<file path="src/rtl/mux_sel_ctrl.sv">
// mux_sel_ctrl: round-robin two-way mux select controller with minimum grant dwell and glitch-free X-free select
module mux_sel_ctrl #(
  parameter int DWELL = 4,
  parameter int CW = $clog2(DWELL + 1)
) (
  input  logic i_clk,
  input  logic i_rst,
  input  logic i_req_a,
  input  logic i_req_b,
  input  logic i_lock,
  output logic o_sel,
  output logic o_gnt_a,
  output logic o_gnt_b,
  output logic o_switch,
  output logic o_busy
);
  typedef enum logic [1:0] {IDLE, GNT_A, GNT_B} state_t;
  state_t state_q, state_d;
  logic [CW-1:0] cnt_q, cnt_d;
  logic last_q, last_d, gnt_a_q, gnt_a_d, gnt_b_q, gnt_b_d, switch_q, switch_d, busy_q, busy_d;
  logic expired, go_a, go_b, go_idle;
  if (DWELL < 1) begin : g_chk
    $error("mux_sel_ctrl: DWELL must be >= 1");
  end
  always_comb begin
    expired = cnt_q == CW'(DWELL);
    go_a = state_q == IDLE ? i_req_a && !(i_req_b && last_q) : state_q == GNT_B && expired && !i_lock && i_req_a;
    go_b = state_q == IDLE ? i_req_b && !(i_req_a && !last_q) : state_q == GNT_A && expired && !i_lock && i_req_b;
    go_idle = state_q != IDLE && expired && !i_lock && !i_req_a && !i_req_b;
    state_d = go_a ? GNT_A : go_b ? GNT_B : go_idle ? IDLE : state_q;
    cnt_d = go_a || go_b ? CW'(1) : state_q != IDLE && !expired ? cnt_q + CW'(1) : cnt_q;
    last_d = go_a ? 1'b1 : go_b ? 1'b0 : last_q;
    gnt_a_d = state_d == GNT_A;
    gnt_b_d = state_d == GNT_B;
    busy_d = state_d != IDLE;
    switch_d = state_q != IDLE && (go_a || go_b);
  end
  always_ff @(posedge i_clk or posedge i_rst) begin
    if (i_rst) begin
      state_q <= IDLE;
      cnt_q <= '0;
      last_q <= 1'b0;
      gnt_a_q <= 1'b0;
      gnt_b_q <= 1'b0;
      switch_q <= 1'b0;
      busy_q <= 1'b0;
    end else begin
      state_q <= state_d;
      cnt_q <= cnt_d;
      last_q <= last_d;
      gnt_a_q <= gnt_a_d;
      gnt_b_q <= gnt_b_d;
      switch_q <= switch_d;
      busy_q <= busy_d;
    end
  end
  assign o_sel = last_q;
  assign o_gnt_a = gnt_a_q;
  assign o_gnt_b = gnt_b_q;
  assign o_switch = switch_q;
  assign o_busy = busy_q;
  always_comb begin
    if (!i_rst) begin
      assert final ((^o_sel) !== 1'bx) else $error("o_sel is X");
      assert final (!(o_gnt_a && o_gnt_b)) else $error("both grants high");
      assert final (!o_busy || (o_sel == o_gnt_a)) else $error("o_sel disagrees with grant");
      assert final (cnt_q <= CW'(DWELL)) else $error("cnt exceeds DWELL");
    end
  end
endmodule

</file>
<file path="config.mk">
export PLATFORM = sky130hd
export DESIGN_NAME = mux_sel_ctrl
export DESIGN_NICKNAME = d
export VERILOG_FILES = /design/src/rtl/mux_sel_ctrl.sv
export SDC_FILE = /design/constraint.sdc
export NUM_CORES = 1
export LEC_CHECK = 0
export BUFFER_PORTS_ARGS = -buffer_cell sky130_fd_sc_hd__buf_2
export CORE_MARGIN = 1.5
export CORE_UTILIZATION = 40
export DETAILED_ROUTE_END_ITERATION = 8
export SKIP_CTS_REPAIR_TIMING = 1
export SLEW_MARGIN = 15
export SYNTH_ARGS = -nofsm -noshare
export SYNTH_HDL_FRONTEND = slang
export SYNTH_SLANG_ARGS = --single-unit
</file>
<file path="constraint.sdc">
create_clock -name i_clk -period 1.26 [get_ports i_clk]
set_input_delay 0.126 -clock i_clk [delete_from_list [all_inputs] [get_ports i_clk]]
set_output_delay 0.126 -clock i_clk [all_outputs]
set_load 0.05 [all_outputs]
</file>
### Yosys cells after proc, flatten, opt, wreduce, memory -nomap -nowiden

Cells that the tools add are included.

* reduce and logical (&&, ||, !) cells: 29
* add/sub/neg operators: 1
* multiplexer cells: 9
* equality and inequality tests: 5

Operators by type and width (count)
* 1-bit logical AND: 16
* 2-bit nonzero test: 4
* 1-bit logical NOT: 7
* 2-bit two-way mux: 3
* 3-bit two-way mux: 2
* 2-bit by 1-bit == test with 1-bit output (second input constant): 2
* 2-bit == test (second input constant): 2
* 1-bit two-way mux: 4
* 3-bit by 1-bit adder with 3-bit output (second input constant): 1
* 3-bit == test (second input constant): 1
* 2-bit logical NOT: 1
* 1-bit logical OR: 1

* output and inout bits: 5
* bits of input ports: 5
* register bits: 10

### Depth between registers and ports, before layout

* depth after elaboration: 9
* gate-level depth with buffers: 6
* depth with buffers taken out: 6

### Worst setup path before layout

OpenSTA, ideal clock, no wires.

* kind: register -> register
* start: register cnt_q[0]
* end: register state_q[0]
* arrival time: 1.206 ns
* required time: 1.133 ns
* library setup time: 0.127 ns
* stages on the path, launching flop included: 7
* setup slack: -0.073 ns
* cell sequence: dfrtp_1 inv_1 ha_1 and3b_4 mux2_2 nand2_1 o21ai_0

* word-level cells in the longest chain between the ends: 8
* elaborated cells between the ends (all ways): 16
* those cells by class: eq/ne: 1; mux: 5; reduce/logical: 10

Ends and longest elaborated chain
* from (decl): line 19 `logic [CW-1:0] cnt_q, cnt_d;`
* from (signal assigned): line 49 `cnt_q <= cnt_d;`
* 3-bit == test (*): line 26 `expired = cnt_q == CW'(DWELL);`
* 1-bit logical AND (4 in series): line 29 `go_idle = state_q != IDLE && expired && !i_lock && !i_req_a && !i_req_b;`
* 2-bit two-way mux (2 in series): line 30 `state_d = go_a ? GNT_A : go_b ? GNT_B : go_idle ? IDLE : state_q;`
* 2-bit two-way mux (*): line 30
* named net state_d[0]: line 18 `state_t state_q, state_d;`
* to (signal assigned): line 48 `state_q <= state_d;`
* to (decl): line 18

Mark *: on every way through the listed nets, which the timed path passes. The rest lies on a longest branch.
A chain may end at the register's enable or synchronous reset.

### Final worst setup path

* start: register cnt_q[1]
* end: register gnt_a_q (netlist: o_gnt_a)

* word-level cells in the longest chain between the ends: 9
* elaborated cells between the ends (all ways): 17
* those cells by class: eq/ne: 2; mux: 5; reduce/logical: 10

Ends and longest elaborated chain
* 3-bit == test (*): line 26
* 1-bit logical AND (4 in series): line 29
* 2-bit two-way mux (2 in series): line 30
* 2-bit two-way mux (*): line 30
* 2-bit by 1-bit == test with 1-bit output (*): line 33 `gnt_a_d = state_d == GNT_A;`
* named net gnt_a_d: line 20 `logic last_q, last_d, gnt_a_q, gnt_a_d, gnt_b_q, gnt_b_d, switch_q, switch_d, busy_q, busy_d;`
* to (signal assigned): line 51 `gnt_a_q <= gnt_a_d;`
* to (decl): line 20

Marked as above.

==> results.py <==
metrics = {
    "outcome": {
        "outcome": "completed",
    },
    "logic_synthesis": {
        "syn_inst": 60,
        "synth.area.top_cells": "dfrtp_1, nor2_1, a21oi_2",
        "yosysMostFrequentCell": "dfrtp_1",
        "avgSynthCellArea_um2": 9.91,
        "ys_types": 25,
        "synth_area_um2": 594,
        "syn-num-nets": 67,
        "synthTopCellsByCount": "dfrtp_1, nor2_1, o21ai_0",
        "synth-warning-count": 0,
        "synth.top_cell.area_share": 0.421,
        "synthFlopType": "dfrtp_1",
        "synth_top_area_cell": "dfrtp_1",
        "synth-edff-count": 0,
        "ys_ff_latch": 10,
        "async_flop_share": 1.00,
        "ys_seq_area_frac": 0.421,
    },
    "floorplanning": {
        "start_util": 0.440,
        "die_w_um": 41.5,
        "dieArea_um2": 1730,
        "die_y_um": 41.5,
        "io_pins": 10,
        "rows": 13,
        "fp.coreArea_um2": 1350,
    },
    "clock_network": {
        "clkSinkCount": 10,
        "cts_max_path_buffers": 2,
        "cts_buffers": 3,
        "cts_tree": "done",
        "clock-root-buffer": "clkbuf_4",
        "htree_levels": 1,
        "worstSkewPairLatency_ns": 0.26,
        "clkSlewWorstSetupHoldPaths_ns": 0.06,
    },
    "cells_and_area": {
        "final_util": 0.568,
        "synthToLayoutAreaGrowth_pct": 29.1,
        "drive_gt1_frac": 0.487,
        "diodes": 0,
        "nNetsFinal": 86,
    },
    "routing": {
        "wl_mm": 1.20,
        "dr.first_iter.drc_count": 3,
        "wl_per_cell_um": 12.9,
        "first_pass_iters": 4,
        "drc": 0,
        "detail-route-antenna-nets": 0,
        "viasPerCell": 5.20,
        "vias": 484,
    },
    "power": {
        "seqPwrFrac": 0.310,
        "powerDensity_nw_per_um2": 2660,
        "swShare": 0.438,
        "internal-power_mw": 1.14,
        "ir_drop_mv": 1.20,
        "pwr-share-comb": 0.582,
        "power.share.clock": 0.109,
        "leakagePower_nw": 0.364,
        "p_sw_mw": 0.893,
    },
    "global_routing": {
        "grt_pass1_wl_mm": 2.08,
        "grt_overflow": 0,
        "track_usage": 0.165,
        "first_global_vias": 452,
        "grt_max_degree": 11,
        "antenna_found_initial": 0,
    },
    "placement": {
        "dp_hpwl_um": 923,
        "io_buffers": 9,
        "pre_cts_slack_ns": -0.0258,
        "place.gp.congestion": 0.831,
    },
    "sta": {
        "fmaxAchievable_mhz": 794,
        "maxSlewHeadroom": 0.748,
        "post-route-min-period_ns": 1.26,
        "fin_setup_tns_ns": 0,
        "finalMaxSlewViolations": 0,
        "layout_setup_ws_ns": 0.000288,
        "rsz0062_at_grt": "yes",
        "finalHoldViolCount": 0,
        "finalClockSkew_ns": 0.000984,
        "fin_hold_ws_ns": 0.150,
        "setup_viol": 0,
        "period_share": 1.00,
        "tightest_slew_ns": 0.377,
    },
    "min_path": {
        "hold_path.class": "in2reg",
        "whs_path_depth": 3,
    },
    "critical_path": {
        "cp.arrival_ns": 1.40,
        "r2r.worst_path.cells": 6,
        "startpoint_type": "flop",
        "cp_max_fo": 4,
        "worstPathRequired_ns": 1.41,
        "cp-end-kind": "flop",
        "worstSetupPathType": "reg2reg",
    },
    "job": {
        "cap_violations": 0,
    },
}
cell type report:
cell class | count | area (µm²)
tap | 15 | 18.8
sequential | 10 | 253
clock buffer | 4 | 26.3
timing repair buffer | 17 | 111
multi-input combinational | 43 | 343
inverter | 4 | 15.0
fill | 123 | 583
state kept, by name, summed over array words and instances (netlist names):
name	flops
o_gnt_a	1
state_q	2
cnt_q	3
o_sel	1
o_gnt_b	1
o_switch	1
o_busy	1
cells in the final DEF (no fill, tap or decap), types with 3 or more instances in the layout:
cell type  n
buf_2      9
nor2_1     8
dfrtp_1    8
buf_4      6
o21ai_0    4
nand2_1    3
a21oi_2    3
clkbuf_4   3
metrics by stage:
step / cells / power (mW) / instance area [µm²]
3_5_place_dp: 88 / 1.71 / 694
6_report: 93 / 2.04 / 767
2_1_floorplan: 60 / 1.43 / 608
5_1_grt: 93 / 2.21 / 767
4_1_cts: 92 / 1.94 / 721
3_3_place_gp: 88 / 1.69 / 694
cells by family (layout without fill, tap and decap cells):
logic type / after synthesis / in the layout / share of synthesized area
AOI/OAI and AO/OA: 17 / 17 / 0.194
xor gates and xnor gates: 1 / 1 / 0.0147
adders and majority gates: 2 / 2 / 0.0421
buffers and inverters: 7 / 25 / 0.0758
DFF: 10 / 10 / 0.421
muxes: 4 / 4 / 0.0716
and+or+nand+nor: 19 / 19 / 0.181
worst paths after layout:
| kind | startpoint | end | slack [ns] |
|---|---|---|---|
| hold / removal | i_req_a | state_q[0]$_DFF_PP0_ | 0.15 |
| max in group asynchronous | i_rst | o_sel$_DFFE_PP0N_ | 0.59 |
| setup / recovery | cnt_q[1]$_DFFE_PP0P_ | o_gnt_a$_DFF_PP0_ | 0.0003 |
| min in group asynchronous | i_rst | o_busy$_DFF_PP0_ | 0.38 |
| hold reg to reg | o_sel$_DFFE_PP0N_ | o_sel$_DFFE_PP0N_ | 0.53 |
| setup reg to reg | cnt_q[1]$_DFFE_PP0P_ | o_gnt_a$_DFF_PP0_ | 0.0003 |
metal layers:
metal  wire length [µm]  part of all wire  vias up  track usage
li1                   -                 -      242            -
met1                608              0.51      230        0.225
met2                543              0.45       10        0.225
met3                 26             0.022        2       0.0261
met4                 19             0.016        0        0.135
met5                  0                 0        -            0
power by group through the flow:
stage | sequential, mW | clock [mW] | combinational, mW
after CTS | 0.618 | 0.235 | 1.09
after global routing | 0.656 | 0.257 | 1.29
after floorplan | 0.753 | 0 | 0.674
after detailed placement | 0.625 | 0 | 1.09
after global placement | 0.616 | 0 | 1.07
final | 0.631 | 0.221 | 1.19
critical path, stage by stage (launching register included):
cell and delay (ns):
dfrtp_1 0.36, inv_2 0.05, ha_4 0.16, and3b_4 0.19
a21oi_2 0.12, o22ai_1 0.08, a22o_1 0.19
No activity file was read; power rests on OpenSTA's default activity.
